[src/rtl/cpu_run_ctrl.sv]
// Run/halt/single-step controller for a small CPU: debounced buttons, slow or fast run
// rate, and an 8-bit PC breakpoint that halts before the matching instruction executes.
module cpu_run_ctrl #(
  parameter int unsigned DEBOUNCE_CYCLES = 1000000,
  parameter int unsigned RATE_DIV        = 50000000
) (
  input  logic        clk,
  input  logic        rst,
  input  logic        btn_run,
  input  logic        btn_step,
  input  logic        mode_fast,
  input  logic        bp_en,
  input  logic [7:0]  bp_addr,
  input  logic [7:0]  pc,
  output logic        cpu_ce,
  output logic [1:0]  state,
  output logic        bp_hit,
  output logic [15:0] ce_count
);

  localparam int unsigned DBW = (DEBOUNCE_CYCLES > 1) ? $clog2(DEBOUNCE_CYCLES) : 1;
  localparam int unsigned RW  = (RATE_DIV > 2) ? $clog2(RATE_DIV) : 1;
  localparam logic [DBW-1:0] DB_LAST   = DBW'(DEBOUNCE_CYCLES - 1);
  localparam logic [RW-1:0]  RATE_LAST = RW'(RATE_DIV - 1);

  typedef enum logic [1:0] {
    StHalt = 2'b00,
    StRun  = 2'b01,
    StStep = 2'b10,
    StBrk  = 2'b11
  } state_e;

  // Button index 0 is run, index 1 is step.
  logic [1:0]     btn_raw;
  logic [1:0]     sync1_q, sync2_q, deb_q, deb_prev_q;
  logic [DBW-1:0] db_cnt_q [2];
  logic [1:0]     press;
  logic           run_press, step_press;

  assign btn_raw = {btn_step, btn_run};

  always_ff @(posedge clk or posedge rst) begin
    if (rst) begin
      sync1_q    <= '0;
      sync2_q    <= '0;
      deb_q      <= '0;
      deb_prev_q <= '0;
      for (int i = 0; i < 2; i++) db_cnt_q[i] <= '0;
    end else begin
      sync1_q    <= btn_raw;
      sync2_q    <= sync1_q;
      deb_prev_q <= deb_q;
      for (int i = 0; i < 2; i++) begin
        // Count consecutive samples that disagree with the accepted level.
        if (sync2_q[i] == deb_q[i]) begin
          db_cnt_q[i] <= '0;
        end else if (db_cnt_q[i] == DB_LAST) begin
          deb_q[i]    <= sync2_q[i];
          db_cnt_q[i] <= '0;
        end else begin
          db_cnt_q[i] <= db_cnt_q[i] + 1'b1;
        end
      end
    end
  end

  assign press      = deb_q & ~deb_prev_q;
  assign run_press  = press[0];
  assign step_press = press[1];

  state_e         state_q;
  logic [RW-1:0]  rate_q;
  logic           bp_skip_q;
  logic [15:0]    ce_count_q;
  logic           candidate, match;

  // cpu_ce is decoded combinationally so a pc/breakpoint change acts in the same cycle.
  always_comb begin
    candidate = mode_fast || (rate_q == RATE_LAST);
    match     = bp_en && (pc == bp_addr) && !bp_skip_q;
    case (state_q)
      StStep:  cpu_ce = 1'b1;
      StRun:   cpu_ce = !run_press && candidate && !match;
      default: cpu_ce = 1'b0;
    endcase
  end

  always_ff @(posedge clk or posedge rst) begin
    if (rst) begin
      state_q    <= StHalt;
      rate_q     <= '0;
      bp_skip_q  <= 1'b0;
      ce_count_q <= '0;
    end else begin
      if (cpu_ce) ce_count_q <= ce_count_q + 16'd1;
      case (state_q)
        StHalt, StBrk: begin
          rate_q <= '0;
          if (run_press) begin
            state_q   <= StRun;
            bp_skip_q <= 1'b1;
          end else if (step_press) begin
            state_q <= StStep;
          end
        end
        StStep: begin
          rate_q  <= '0;
          state_q <= StHalt;
        end
        StRun: begin
          if (run_press) begin
            state_q <= StHalt;
            rate_q  <= '0;
          end else if (candidate && match) begin
            state_q <= StBrk;
            rate_q  <= '0;
          end else begin
            if (cpu_ce) bp_skip_q <= 1'b0;
            rate_q <= (mode_fast || candidate) ? '0 : rate_q + 1'b1;
          end
        end
        default: state_q <= StHalt;
      endcase
    end
  end

  assign state    = state_q;
  assign bp_hit   = (state_q == StBrk);
  assign ce_count = ce_count_q;

endmodule

[config.mk]
export PLATFORM = sky130hd
export DESIGN_NAME = cpu_run_ctrl
export DESIGN_NICKNAME = d
export VERILOG_FILES = /design/src/rtl/cpu_run_ctrl.sv
export SDC_FILE = /design/constraint.sdc
export NUM_CORES = 1
export LEC_CHECK = 0
export ABC_CLOCK_PERIOD_IN_PS = 3100
export BUFFER_PORTS_ARGS = -buffer_cell sky130_fd_sc_hd__buf_2
export CAP_MARGIN = 10
export CORE_AREA = 2 2 117 119
export DETAILED_ROUTE_END_ITERATION = 10
export DIE_AREA = 0 0 119 121
export PLACE_DENSITY_LB_ADDON = 0.2
export SLEW_MARGIN = 30
export SYNTH_ARGS = -nofsm -noshare
export SYNTH_HDL_FRONTEND = slang
export SYNTH_SLANG_ARGS = --single-unit
[constraint.sdc]
create_clock -name clk -period 3.1 [get_ports clk]
set_input_delay 0.465 -clock clk [delete_from_list [all_inputs] [get_ports clk]]
set_output_delay 0.465 -clock clk [all_outputs]
set_load 0.005 [all_outputs]
=== Word level (Yosys, flattened, before mapping) ===
Index checks and enable logic that the tools add are counted.

* Input bits: 22
* Output and inout bits: 20
* Flip-flop bits (word level): 93
* Word-level logic and storage cells: 71

* Reduce and logical (&&, ||, !) cells: 18
* Mux-type cells: 19
* Bitwise gates (word level): 4
* Eq/ne operators: 15
* Add/sub/neg operators: 4

{| class="wikitable"
|+ Operators with widths
! cell !! number
|-
| two-way mux 20 bit || 4
|-
| two-way mux 26 bit || 3
|-
| one-hot mux 26 bit (2 select lines) || 1
|-
| adder 20 x 1 -> 20 bit (second input constant) || 2
|-
| == test 20 bit (second input constant) || 2
|-
| adder 26 x 1 -> 26 bit (second input constant) || 1
|-
| == test 26 bit (second input constant) || 1
|-
| adder 16 x 1 -> 16 bit (second input constant) || 1
|-
| == test 8 bit || 1
|-
| two-way mux 2 bit || 4
|-
| inequality test 2 bit (second input constant) || 4
|-
| inequality test 3 bit (second input constant) || 2
|-
| one-hot mux 2 bit (3 select lines) || 1
|-
| AND reduction 2 bit || 3
|-
| logical AND 1 bit || 5
|-
| AND reduction 5 bit || 1
|-
| == test 2 bit (second input constant) || 2
|-
| two-way mux 1 bit || 4
|-
| one-hot mux 1 bit (2 select lines) || 2
|-
| logical NOT 1 bit || 3
|-
| OR reduction 3 bit || 1
|-
| AND 2 bit || 1
|-
| == test 1 bit || 2
|-
| == test 2 x 1 -> 1 bit (second input constant) || 1
|-
| 6 further kinds || 8
|}

=== Longest topological paths before layout ===
* Depth in word-level cells: 10
* Depth in mapped cells: 8
* Mapped depth without buffers: 7

=== Worst setup path before layout ===
No wires, ideal clock.

* Path kind: register -> output
* From: register rate_q[8]
* To: output port cpu_ce
* Required time: 2,635 ps
* Stages on the path, launching flop included: 6
* Data arrival time: 1,658 ps
* Buffers on the path: 0
* Setup slack: 977 ps
* Cells stage by stage: dfrtp_1 -> or4b_1 -> nor4_1 -> a31o_2 -> a21oi_4 -> nor2_2

* Cells in the longest elaborated chain, start to end: 5

{| class="wikitable"
|+ RTL lines
! element !! RTL line !! source
|-
| start, declared || 72 || <nowiki>logic [RW-1:0] rate_q;</nowiki>
|-
| start signal, assigned || 119 || <nowiki>rate_q <= (mode_fast || candidate) ? '0 : rate_q + 1'b1;</nowiki>
|-
| == test 26 bit || 79 || <nowiki>candidate = mode_fast || (rate_q == RATE_LAST);</nowiki>
|-
| logical OR 1 bit || 79 ||
|-
| logical AND 1 bit (2 in a row) || 83 || <nowiki>StRun: cpu_ce = !run_press && candidate && !match;</nowiki>
|-
| one-hot mux 1 bit (2 select lines) || 81 || <nowiki>case (state_q)</nowiki>
|-
| end, declared || 15 || <nowiki>output logic cpu_ce,</nowiki>
|}

Every way passes these cells.

=== Worst setup path in the final report ===
Same ends and word-level chain as after synthesis.

==> results by stage <==
Critical path:
- The number of cells on the worst reg-to-reg path is 7.
- In this run the register-to-register setup slack is 700 ps.
- The type of origin of the critical path is a flop.
- The critical path is of the flop to primary output type.
- The critical path endpoint category is a primary output.
- The endpoint of the worst-slack reg-to-reg timing path is ce_count[5].
- The startpoint identified for the worst register-to-register timing path is rate_q[8].
- The largest fanout on the critical path is 5.
- At the worst endpoint, the arrival time is 2280 ps.
- Data on the critical path is required at its endpoint by 2630 ps.

Clock network:
- In this run the post-CTS setup repair buffer count came out at 0.
- The number of buffers on the longest clock path is 2.
- The clock latency at the later pin of the worst-skew pair is 340 ps.
- In this run, CTS created clock tree buffers numbering 9.
- After clock tree synthesis, the clock-pin slew on the worst setup and hold paths is 60 ps.
- TritonCTS built the clock tree.
- In this run, post-CTS repair resized a total of 0 instances.
- In this run, post-CTS hold repair placed 0 buffers.
- The tree is rooted in a clkbuf_16.
- The number of clock sinks seen by CTS is 93.
- The count of H-tree levels built during CTS is 3.

Power:
- The internal power contribution is 0.00234 W.
- The leakage power total is 2.24 nW.
- The relative contribution of sequential cells to total power is 43.0%.
- Of the total power, the share spent switching nets is 27.9%.
- Combinational logic is responsible for 17.6% of the overall power.
- The net switching component of the power is 0.000905 W.
- The peak ir drop on the vdd network is 336 uV.
- The clock network burns 39.4% of the power.
- Power spread over the standard cell area amounts to 614 nW/um^2.

GRT:
- The initial antenna violation count was 0.
- The maximum number of pins on one net before global-route repair is 53.
- The first global-routing pass estimated 15,100 um of wire.
- The global-route usage over all layers is 13.0%.
- The total overflow left after global routing is 0.
- The via count of the first global-routing pass is 3,235.

Synth:
- The fraction of synthesis flops using an asynchronous set or reset pin is 100%.
- The flop and latch count out of synthesis is 93.
- The Yosys step of the flow raised 0 warnings.
- The net count after synthesis is 470.
- The post-synthesis instance total is 441.
- The sequential share of the synthesized area is 51.7%.
- After synthesis, the mean cell area works out to 10.2 um^2.
- The number of synthesized flops with an enable pin is 0.
- The area of the mapped netlist is 4500 um^2.
- The commonest register cell after synthesis is dfrtp_1.
- Yosys mapped the design onto 40 distinct sky130hd cell types.

Route:
- The number of vias per cell is 4.69.
- Summing over every cut layer, the via total after detailed routing is 3,138.
- In this run, the number of DRC markers left after iteration 0 of detailed routing was 241.
- The mean routed wirelength per cell is 12.5 um.
- For this block, the routed nets add up to 8380 um of wire.
- The remaining antenna violation count is 0.
- The number of DRC violations after detailed routing is 0.
- The detailed-routing iteration count for the pre-antenna-repair pass is 4.

Die:
- Row generation in the floorplan step produced 42 rows.
- The chip height is 121 um.
- The die extent in x is 119 um.
- The initial utilization of the core area, before any placement, comes to 34.4%.
- In this run the count of I/O pins placed on the die edge is 42.
- The core region area is 13,100 um^2.
- The overall die area is 14,400 um^2.

Final layout:
- Leaving out fill and tap cells, the most frequent cell in the layout is dfrtp_1.
- The post-layout net count is 518.
- 0 antenna diodes ended up in the layout.
- Relative to the synthesized area, the layout overhead comes to 17.2%.
- The non-filler instance count after layout is 669.
- After routing the design area is 5280 um^2.
- In the layout the commonest cells are dfrtp_1, nor2_1, xor2_1.
- Of the cells placed in the final design, the portion with a size suffix greater than 1 is 16.6%.

Timing:
- The max-slew violation total from the final report is 0.
- The number of hold-slack violations in the final timing report is 0.
- Setup repair after global routing left no endpoint under its margin.
- Headroom to the max-slew limit came out at 48.8%.
- The number of failing setup endpoints in the final timing report is 0.
- In the finished design, the share of the clock period the worst path needs comes to 88.6%.
- The worst clock skew is 8.96 ps.
- Subtracting the final worst setup slack from the clock period gives 2750 ps.
- The setup total negative slack is 0 ps.
- At the pin with the least slew margin, the transition time is 761 ps.
- Based on the critical path, the design can be clocked at up to 364 MHz.

Placement:
- The HPWL reported at the end of detailed placement is 5780 um.
- After detailed placement, the total cell area comes to 4930 um^2.
- The number of port buffers is 41.
- At the end of routability-driven placement, the weighted congestion stood at 0.796.
- The instance count after placement with tap cells included is 654.

Hold path:
- The path category of the worst min-delay check is input pin to async pin.

Status:
- The flow ran to the end, and the final reports show no timing, DRC or antenna violations.

Flow run:
- Across the run, the number of max-cap violations was 0.
## flip-flops by register name, indices dropped and copies added (netlist names)
signal / cells
sync1_q: 2
bp_skip_q: 1
rate_q: 26
state: 2
sync2_q: 2
deb_q: 2
ce_count: 16
db_cnt_q: 40
deb_prev_q: 2
## cell type report
| type | instances | area [um^2] |
|---|---|---|
| Timing Repair Buffer | 45 | 248 |
| Inverter | 18 | 68.8 |
| Tap cell | 176 | 220 |
| Clock inverter | 4 | 95.1 |
| Fill cell | 1293 | 7810 |
| Multi-Input combinational cell | 322 | 2070 |
| Clock buffer | 11 | 253 |
| Sequential cell | 93 | 2330 |
## through the flow
step | setup slack [ps] | hold WS [ps] | utilization (%) | power [W]
after CTS | 319 | 221 | 40.3 | 0.00330
after floorplan | 215 | 331 | - | 0.00180
after global routing | 267 | 229 | 40.3 | 0.00344
final | 353 | 231 | 40.3 | 0.00324
after global placement | 744 | 339 | 37.7 | 0.00199
after detailed placement | 709 | 344 | 37.7 | 0.00200
## cell usage after synthesis (4+ instances only)
library cell	instances	area share (%)
dfrtp_1	93	52
nor3_2	8	1.8
nor3_1	7	0.78
or3_1	6	0.83
ha_1	7	1.9
xnor2_1	35	6.8
buf_2	4	0.44
nand2_1	24	2.0
inv_1	18	1.5
nand2b_1	4	0.56
nor2_1	85	7.1
o21ai_0	4	0.44
and3_1	9	1.2
nand4_1	9	1.2
xor2_1	47	9.1
nor4_1	8	1.1
a21oi_1	5	0.56
nand3_1	32	3.6
## per-layer routing
layer	GRT usage, %	vias up	wire [um]
li1	-	1567	-
met2	20.6	44	3830
met3	2.77	11	276
met1	17.3	1516	4130
met4	5.58	0	138
met5	0	-	0
## worst max-delay path, stage by stage (launching register included)
cell,delay (ps)
dfrtp_1,430
or4b_1,550
nor4_1,310
a31o_2,250
a21oi_4,60
nor2_2,190
buf_2,160
## power by group through the flow
stage | Sequential [W] | Clock, W | Combinational, W
floorplan | 0.00140 | 0 | 0.000403
finish | 0.00140 | 0.00128 | 0.000571
detailed placement | 0.00142 | 0 | 0.000577
CTS | 0.00140 | 0.00132 | 0.000583
global route | 0.00141 | 0.00138 | 0.000652
global placement | 0.00142 | 0 | 0.000574
## cells by family (layout without fill, tap and decap cells)
group	after synthesis	in the layout	share of synthesized area [%]
simple gates	214	214	24.9
fa+ha+maj	7	7	1.94
mux	3	3	0.750
flops	93	93	51.7
xor+xnor	82	82	15.9
buf+inv	26	78	2.44
compound gates	16	16	2.36
## how the worst max path moves through the flow
stage / startpoint / to / slack [ps]
2_1_floorplan: rst / bp_skip_q / 210
4_1_cts: rate_q[8] / cpu_ce / 320
3_3_place_gp: rate_q[8] / cpu_ce / 740
3_5_place_dp: rate_q[8] / cpu_ce / 710
6_report: rate_q[8] / cpu_ce / 350
5_1_grt: rate_q[8] / cpu_ce / 270
(Power assumes the default switching activity.)
